$ cat src/rtl/mips_defs.sv
// Shared definitions for the core's sequencing logic: default mult/div
// latencies, counter width, exception handler address and the MD
// sequencer state type.
package mips_defs;

  // Default busy durations of the multi-cycle multiply/divide unit
  localparam int MULT_CYCLES_DEF = 5;
  localparam int DIV_CYCLES_DEF  = 10;

  // Counter width; 2**CNT_W must exceed the longest operation
  localparam int CNT_W_DEF = 4;

  // Address the pipeline registers load when an exception is taken
  localparam logic [31:0] HANDLER_PC = 32'h0000_4180;

  // MD sequencer state: IDLE while the count is zero, BUSY otherwise
  typedef enum logic {
    IDLE = 1'b0,
    BUSY = 1'b1
  } md_state_t;

  // Busy duration selected by the operation type
  function automatic int md_op_cycles(input logic is_div, input int mult_c, input int div_c);
    if (is_div) begin
      return div_c;
    end else begin
      return mult_c;
    end
  endfunction

endpackage

$ cat src/rtl/md_busy_cnt.sv
// Multi-cycle mult/div busy sequencer. An accepted start loads the
// operation length; the count then runs down to zero. busy is high while
// the count is non-zero and done pulses for the single cycle that follows
// the last busy cycle. Operations always run to completion; only reset
// stops them, and a reset-aborted operation never reports done.
module md_busy_cnt
  import mips_defs::*;
#(
  parameter int MULT_CYCLES = MULT_CYCLES_DEF,
  parameter int DIV_CYCLES  = DIV_CYCLES_DEF,
  parameter int CNT_W       = CNT_W_DEF
) (
  input  logic clk,
  input  logic reset,
  input  logic start_eff,
  input  logic is_div,
  output logic busy,
  output logic done
);

  logic [CNT_W-1:0] cnt_r;
  logic [CNT_W-1:0] load_s;
  md_state_t        state_r;
  logic             done_r;

  // Length of the operation being accepted this cycle
  always_comb begin
    load_s = CNT_W'(md_op_cycles(is_div, MULT_CYCLES, DIV_CYCLES));
  end

  // Sequencer: load on start, count down while busy, flag the final step
  always_ff @(posedge clk or negedge reset) begin
    if (!reset) begin
      cnt_r   <= {CNT_W{1'b0}};
      state_r <= IDLE;
      done_r  <= 1'b0;
    end else begin
      case (state_r)
        IDLE: begin
          done_r <= 1'b0;
          if (start_eff) begin
            cnt_r   <= load_s;
            state_r <= BUSY;
          end else begin
            cnt_r   <= cnt_r;
            state_r <= IDLE;
          end
        end
        BUSY: begin
          cnt_r <= cnt_r - {{(CNT_W-1){1'b0}}, 1'b1};
          if (cnt_r == {{(CNT_W-1){1'b0}}, 1'b1}) begin
            state_r <= IDLE;
            done_r  <= 1'b1;
          end else begin
            state_r <= BUSY;
            done_r  <= 1'b0;
          end
        end
        default: begin
          cnt_r   <= {CNT_W{1'b0}};
          state_r <= IDLE;
          done_r  <= 1'b0;
        end
      endcase
    end
  end

  assign busy = (state_r == BUSY);
  assign done = done_r;

endmodule

$ cat src/rtl/md_stall_ctrl.sv
// Pipeline sequencing controller for the five-stage core. Owns the MD busy
// sequencer, merges the MD structural hazard with the data-hazard stall and
// the exception request, and drives the PC/D enables and the E clear.
// An exception request always wins: the pipeline registers flush
// themselves and load the handler PC, so no stall may hold them.
// Optional build macro STALL_PERF_EN adds stall performance counters
// (stallCnt, mdStallCnt) and their synchronous clear input perfClr.
module md_stall_ctrl
  import mips_defs::*;
#(
  parameter int MULT_CYCLES = MULT_CYCLES_DEF,
  parameter int DIV_CYCLES  = DIV_CYCLES_DEF,
  parameter int CNT_W       = CNT_W_DEF
) (
  input  logic        clk,
  input  logic        reset,
  input  logic        dataStall,
  input  logic        D_mdUse,
  input  logic        E_mdStart,
  input  logic        E_mdIsDiv,
  input  logic        Req,
`ifdef STALL_PERF_EN
  input  logic        perfClr,
  output logic [31:0] stallCnt,
  output logic [31:0] mdStallCnt,
`endif
  output logic        pc_en,
  output logic        D_en,
  output logic        E_clr,
  output logic        mdBusy,
  output logic        mdDone,
  output logic        mdStartEff
);

  logic md_stall_s;
  logic stall_s;

  // A start raised while busy cannot occur (D stalls the dependent op);
  // a start coinciding with an exception belongs to a flushed instruction.
  assign mdStartEff = E_mdStart & ~Req & ~mdBusy;

  md_busy_cnt #(
    .MULT_CYCLES(MULT_CYCLES),
    .DIV_CYCLES (DIV_CYCLES),
    .CNT_W      (CNT_W)
  ) u_busy_cnt (
    .clk      (clk),
    .reset    (reset),
    .start_eff(mdStartEff),
    .is_div   (E_mdIsDiv),
    .busy     (mdBusy),
    .done     (mdDone)
  );

  // An MD-using instruction in D waits while the unit is (or is becoming) busy
  assign md_stall_s = D_mdUse & (mdStartEff | mdBusy);
  // Both hazards collapse to one bubble; an exception overrides any stall
  assign stall_s    = (dataStall | md_stall_s) & ~Req;

  assign pc_en = ~stall_s;
  assign D_en  = ~stall_s;
  assign E_clr = stall_s;

`ifdef STALL_PERF_EN
  logic [31:0] stall_cnt_r;
  logic [31:0] md_stall_cnt_r;

  // Stall cycle counters; clear has priority over counting, both wrap
  always_ff @(posedge clk or negedge reset) begin
    if (!reset) begin
      stall_cnt_r    <= 32'd0;
      md_stall_cnt_r <= 32'd0;
    end else if (perfClr) begin
      stall_cnt_r    <= 32'd0;
      md_stall_cnt_r <= 32'd0;
    end else begin
      if (stall_s) begin
        stall_cnt_r <= stall_cnt_r + 32'd1;
      end else begin
        stall_cnt_r <= stall_cnt_r;
      end
      if (md_stall_s & ~dataStall & ~Req) begin
        md_stall_cnt_r <= md_stall_cnt_r + 32'd1;
      end else begin
        md_stall_cnt_r <= md_stall_cnt_r;
      end
    end
  end

  assign stallCnt   = stall_cnt_r;
  assign mdStallCnt = md_stall_cnt_r;
`endif

endmodule

$ cat config.mk
export PLATFORM = sky130hd
export DESIGN_NAME = md_stall_ctrl
export DESIGN_NICKNAME = d
export VERILOG_FILES = /design/src/rtl/mips_defs.sv /design/src/rtl/md_busy_cnt.sv /design/src/rtl/md_stall_ctrl.sv
export SDC_FILE = /design/constraint.sdc
export NUM_CORES = 1
export LEC_CHECK = 0
export ABC_AREA = 1
export CAP_MARGIN = 20
export CORE_AREA = 10 10 47 49
export DETAILED_ROUTE_END_ITERATION = 10
export DIE_AREA = 0 0 57 59
export GPL_TIMING_DRIVEN = 0
export PLACE_DENSITY = 0.6
export SETUP_SLACK_MARGIN = 0.2
export SLEW_MARGIN = 20
export SYNTH_ARGS = -nofsm -noshare
export SYNTH_HDL_FRONTEND = slang
export SYNTH_HIERARCHICAL = 1
export SYNTH_SLANG_ARGS = --single-unit
$ cat constraint.sdc
create_clock -name clk -period 2 [get_ports clk]
set_clock_uncertainty 0.05 [all_clocks]
set_input_delay 0.3 -clock clk [delete_from_list [all_inputs] [get_ports clk]]
set_output_delay 0.3 -clock clk [all_outputs]
set_load 0.1 [all_outputs]
Word level (Yosys, flattened, before mapping)
Cells that the tools add are included. W data, S select, Z words.

Multiplexer cells: 8. Eq/ne operators: 2. Bitwise logic cells: 9. $add $sub $neg: 1.

Operators by type and width (count): $mux W4 (2); $pmux W4 S2 (1); $and A1 B1 Y1 (4); $eq A4 B1 Y1 const B (1); $pmux W1 S2 (2); $sub A4 B1 Y4 const B (1); $mux W1 (3); $not A1 Y1 (3); $ne A2 B2 Y1 const B (1); $or A1 B1 Y1 (2).

Register bits after elaboration: 6. Bits of input ports: 7. Output and inout bits: 6.

Logic depth before layout (Yosys ltp)
Depth in word-level cells: 8. Mapped depth: 8. Depth with buffers taken out: 8.

By module
The synthesis kept the hierarchy.

Modules (own cells, without submodules): md_busy_cnt (times used 1, area an instance 320.3 sq um, cells each 37); md_stall_ctrl (times used 1, area an instance 53.8 sq um, cells each 11).

Least setup slack after synthesis
No wires, ideal clock.

Path kind: reg-to-output. Start point: register u_busy_cnt.state_r (netlist: u_busy_cnt/busy). End point: output port E_clr. Data required time: 1.650 ns. Slack: -1.121 ns. Arrival time: 2.771 ns. Buffers on the path: 0. Cell stages (with the launch flop): 5. Cell sequence: dfrtp_1 inv_1 nand2_2 nand2_2 a21oi_1.

Word-level cells in the longest chain between the ends: 6.

Ends and longest elaborated chain: from (decl) (line md_busy_cnt.sv:23) `md_state_t state_r;`; from (signal assigned) (line md_busy_cnt.sv:35) `state_r <= IDLE;`; from (signal assigned) (line md_busy_cnt.sv:43) `state_r <= BUSY;`; from (signal assigned) (line md_busy_cnt.sv:46) `state_r <= IDLE;`; $not A1 Y1 (line md_stall_ctrl.sv:40) `assign mdStartEff = E_mdStart & ~Req & ~mdBusy;`; $and A1 B1 Y1 (line md_stall_ctrl.sv:40); $or A1 B1 Y1 * (line md_stall_ctrl.sv:56) `assign md_stall_s = D_mdUse & (mdStartEff | mdBusy);`; $and A1 B1 Y1 * (line md_stall_ctrl.sv:56); $or A1 B1 Y1 * (line md_stall_ctrl.sv:58) `assign stall_s = (dataStall | md_stall_s) & ~Req;`; $and A1 B1 Y1 * (line md_stall_ctrl.sv:58); to (decl) (line md_stall_ctrl.sv:29) `output logic E_clr,`.

Every way passes the cells marked *; elsewhere a longest branch is shown, timed or not.

Worst setup path after layout
Start point: register u_busy_cnt.done_r (netlist: u_busy_cnt/done). End point: output port mdDone.

RTL lines: from (decl) (line md_busy_cnt.sv:24) `logic done_r;`; from (signal assigned) (line md_busy_cnt.sv:36) `done_r <= 1'b0;`; from (signal assigned) (line md_busy_cnt.sv:40) `done_r <= 1'b0;`; from (signal assigned) (line md_busy_cnt.sv:53) `done_r <= 1'b1;`; to (decl) (line md_stall_ctrl.sv:31) `output logic mdDone,`.

No word-level cell between the ends.

==> flow_summary.yaml <==
status:
  run_status: "complete, no violations"
logic_synthesis:
  postSynthRegisterBits: 6
  netlist_area_um2: 374
  yosysWarnings: 6
  synth_xor_area_frac: 0.0234
  syn_nets: 57
  compound_gate_fraction_of_synth_area: 0.0669
  post_synthesis_adder_cell_area_fraction: 0.0669
  synth_cell_types: 16
  postSynthAreaPerCell_um2: 7.79
  synth-simple-area-share: 0.331
  combinational_family_with_the_most_area_after_synthesis: "simple AND/OR/NAND/NOR gates"
  netlist_instances: 48
  seq_area_frac_synth: 0.401
  portion_of_netlist_area_occupied_by_mux_cells: 0
setup_path:
  worst_setup_path_startpoint: "u_busy_cnt/done"
  cp_num_buf_inv: 1
  critPathTopFamily: "buffers and inverters"
  critPathMaxStageDelay_ps: 850
  setup.worst_path.class: "register to output port"
  timing.rr.end: "u_busy_cnt/cnt_r[3]"
  timing.critical_path.slowest_stage_cell: "sky130_fd_sc_hd__dlygate4sd2_1"
  critical_path_fanouts_max: 1
  worst-r2r-cell-count: 6
  crit-reg2reg-launch: "u_busy_cnt/busy"
  rrSetupSlack_ps: 800
  worst-endpoint-arrival_ps: 1410
  cp_cell_sequence: "dlygate4sd2_1"
  timing.critical_path.required_ps: 1650
  startpoint_type: "register"
  critPathCaptureType: "output port"
drt:
  postRouteWirelength_um: 933
  firstDrtPassIters: 4
  detailed_routed_wire_length_on_met3_um: 52
  drc: 0
  met1Wirelength_um: 380
  met2RoutedLength_um: 464
  dr_total_vias: 361
  drtIter0Drc: 4
  wl_per_cell_um: 11.2
  ant_nets: 0
  drt-vias-per-instance: 4.35
  topRoutingLayerUsed: "met4"
cts:
  insertion_delay_ps: 260
  ctsHtreeMaxLevel: 1
  tritoncts_num_sinks: 6
  clk_pin_slew_worst_paths_ps: 60
  cts_tree: "yes"
  cts_hold_buffers: 0
  max_root_sink_buffers: 2
  clock_tree.root_cell: "sky130_fd_sc_hd__clkbuf_4"
  cts_made_buffers: 3
final_layout:
  drive_above_1_share: 0.373
  final-seq-area_um2: 154
  final.fill_count: 140
  area_growth_syn_to_layout_pct: 62.2
  multi_input_logic_area_um2: 206
  insertedDiodeCount: 0
  finish.utilization: 0.433
  nNetsFinal: 77
grt:
  number_of_antenna_violations_at_the_first_check_in_global_routing: 0
  grt_first_pass_wirelength_mm: 1.51
  track_usage: 0.0589
  grt_pass1_vias: 345
  globalRouteOverflowTotal: 0
  grt_start_max_net_pins: 10
die:
  die_h_um: 59
  ios: 13
  die_width_um: 57
  fp-row-count: 14
  core_um2: 1400
  floorplan.initialDensity: 0.267
  die_area_um2: 3360
timing:
  finalWorstPathRequiredPeriod_ps: 1760
  maxClockFrequency_mhz: 569
  finalWorstSetupSlack_ps: 242
  setup_viol: 0
  slew_worst_pin_ps: 959
  final_min_period_over_clock_period: 0.879
  rsz0062_at_grt: "false"
  worst_slew_margin_rel: 0.364
  finalHoldViolations: 0
  finalMaxSlewViolations: 0
  fin_worst_hold_slack_ps: 236
place:
  place.detailed.hpwl_um: 714
  globalplace.congestion: 0.771
  place_ws_ps: -852
  io_buffers: 12
pwr:
  power_frac_comb: 0.598
  power.density_nw_per_um2: 1580
  max-vdd-ir-drop_mv: 0.589
  p_clk_frac: 0.136
  power_total_uw: 959
  power.switching_uw: 497
  p_int_uw: 462
  seqPwrFrac: 0.266
  power_switching_share: 0.518
  total_leakage_power_nw: 0.311
run:
  cap_viol_max_count: 0
hold_path:
  hold_path.class: "input port to async pin"
## area by class of cell
class                   instances  share of cell area
plain buffers                   1              0.0124
clock buffers                   4              0.0433
well taps                      16              0.0330
repair buffers                 15               0.262
multi-input cells              32               0.340
flip-flops and latches          6               0.254
inverters                       9              0.0557
## routing by layer
layer | GRT usage | up-vias
met2 | 0.0884 | 9
met1 | 0.0598 | 162
met5 | 0 | -
met3 | 0.0236 | 4
li1 | - | 186
met4 | 0.0604 | 0
## cell usage in the layout, fill, tap and decap left out, types with 2 or more instances in the layout
cell type                          n
sky130_fd_sc_hd__nand2_1          10
sky130_fd_sc_hd__inv_1             7
sky130_fd_sc_hd__buf_4             6
sky130_fd_sc_hd__dfrtp_1           5
sky130_fd_sc_hd__nand2_2           4
sky130_fd_sc_hd__clkdlybuf4s50_1   4
sky130_fd_sc_hd__clkbuf_4          3
sky130_fd_sc_hd__nand3_1           3
sky130_fd_sc_hd__inv_2             2
sky130_fd_sc_hd__nor2_2            2
sky130_fd_sc_hd__dlygate4sd2_1     2
sky130_fd_sc_hd__buf_12            2
sky130_fd_sc_hd__nor2_1            2
sky130_fd_sc_hd__o211ai_1          2
sky130_fd_sc_hd__ha_1              2
## flip-flops by register name, summed over array words and instances, names as in the netlist
| name | flops |
|---|---|
| u_busy_cnt/cnt_r | 4 |
| u_busy_cnt/busy | 1 |
| u_busy_cnt/done | 1 |
## logic make-up after synthesis
family,count (synthesis)
and+or+nand+nor,25
DFF,6
xor gates and xnor gates,1
buffers and inverters,10
AOI/OAI and AO/OA,4
adders and majority gates,2
## power groups by stage
stage	logic (mW)	clock network, mW	registers, mW
after floorplan	0.295	0	0.365
after global placement	0.503	0	0.267
after detailed placement	0.512	0	0.270
after CTS	0.510	0.136	0.268
after global routing	0.633	0.143	0.266
final	0.574	0.130	0.255
## metrics by stage
stage                     TNS (ps)  area [um2]  std cells
after CTS                        0         562         80
after floorplan               -251         394         48
after global routing             0         607         83
final                            0         607         83
after detailed placement     -2990         534         76
after global placement       -2910         534         76
## synth_stat cells
cell,instances,area [um2]
sky130_fd_sc_hd__nand2_1,12,45.0
sky130_fd_sc_hd__inv_1,8,30.0
sky130_fd_sc_hd__dfrtp_1,6,150
sky130_fd_sc_hd__nand2_2,3,18.8
sky130_fd_sc_hd__nand3_1,3,15.0
sky130_fd_sc_hd__nor2_1,3,11.3
sky130_fd_sc_hd__a21oi_1,2,10.0
sky130_fd_sc_hd__ha_1,2,25.0
sky130_fd_sc_hd__o211ai_1,2,15.0
sky130_fd_sc_hd__buf_4,1,7.51
sky130_fd_sc_hd__inv_2,1,3.75
sky130_fd_sc_hd__nand3_2,1,10.0
sky130_fd_sc_hd__nor2_2,1,6.26
sky130_fd_sc_hd__nor3_1,1,5.00
sky130_fd_sc_hd__nor4_2,1,12.5
sky130_fd_sc_hd__xor2_1,1,8.76
## repair_timing
action | in CTS | in global routing
gates resized for setup | 32 | 7
setup buffers | 0 | 3
pin swaps | 0 | 3
endpoints found under the setup margin | 6 | 1
## worst max-delay path by stage
stage | endpoint | slack [ps] | cells past startpoint
final | mdDone | 240 | 1
after global placement | pc_en | -820 | 9
after global routing | pc_en | 200 | 7
after CTS | pc_en | 90 | 7
after floorplan | u_busy_cnt/cnt_r[3] | -80 | 6
after detailed placement | pc_en | -850 | 9
Power figures use the tool's default switching activity.
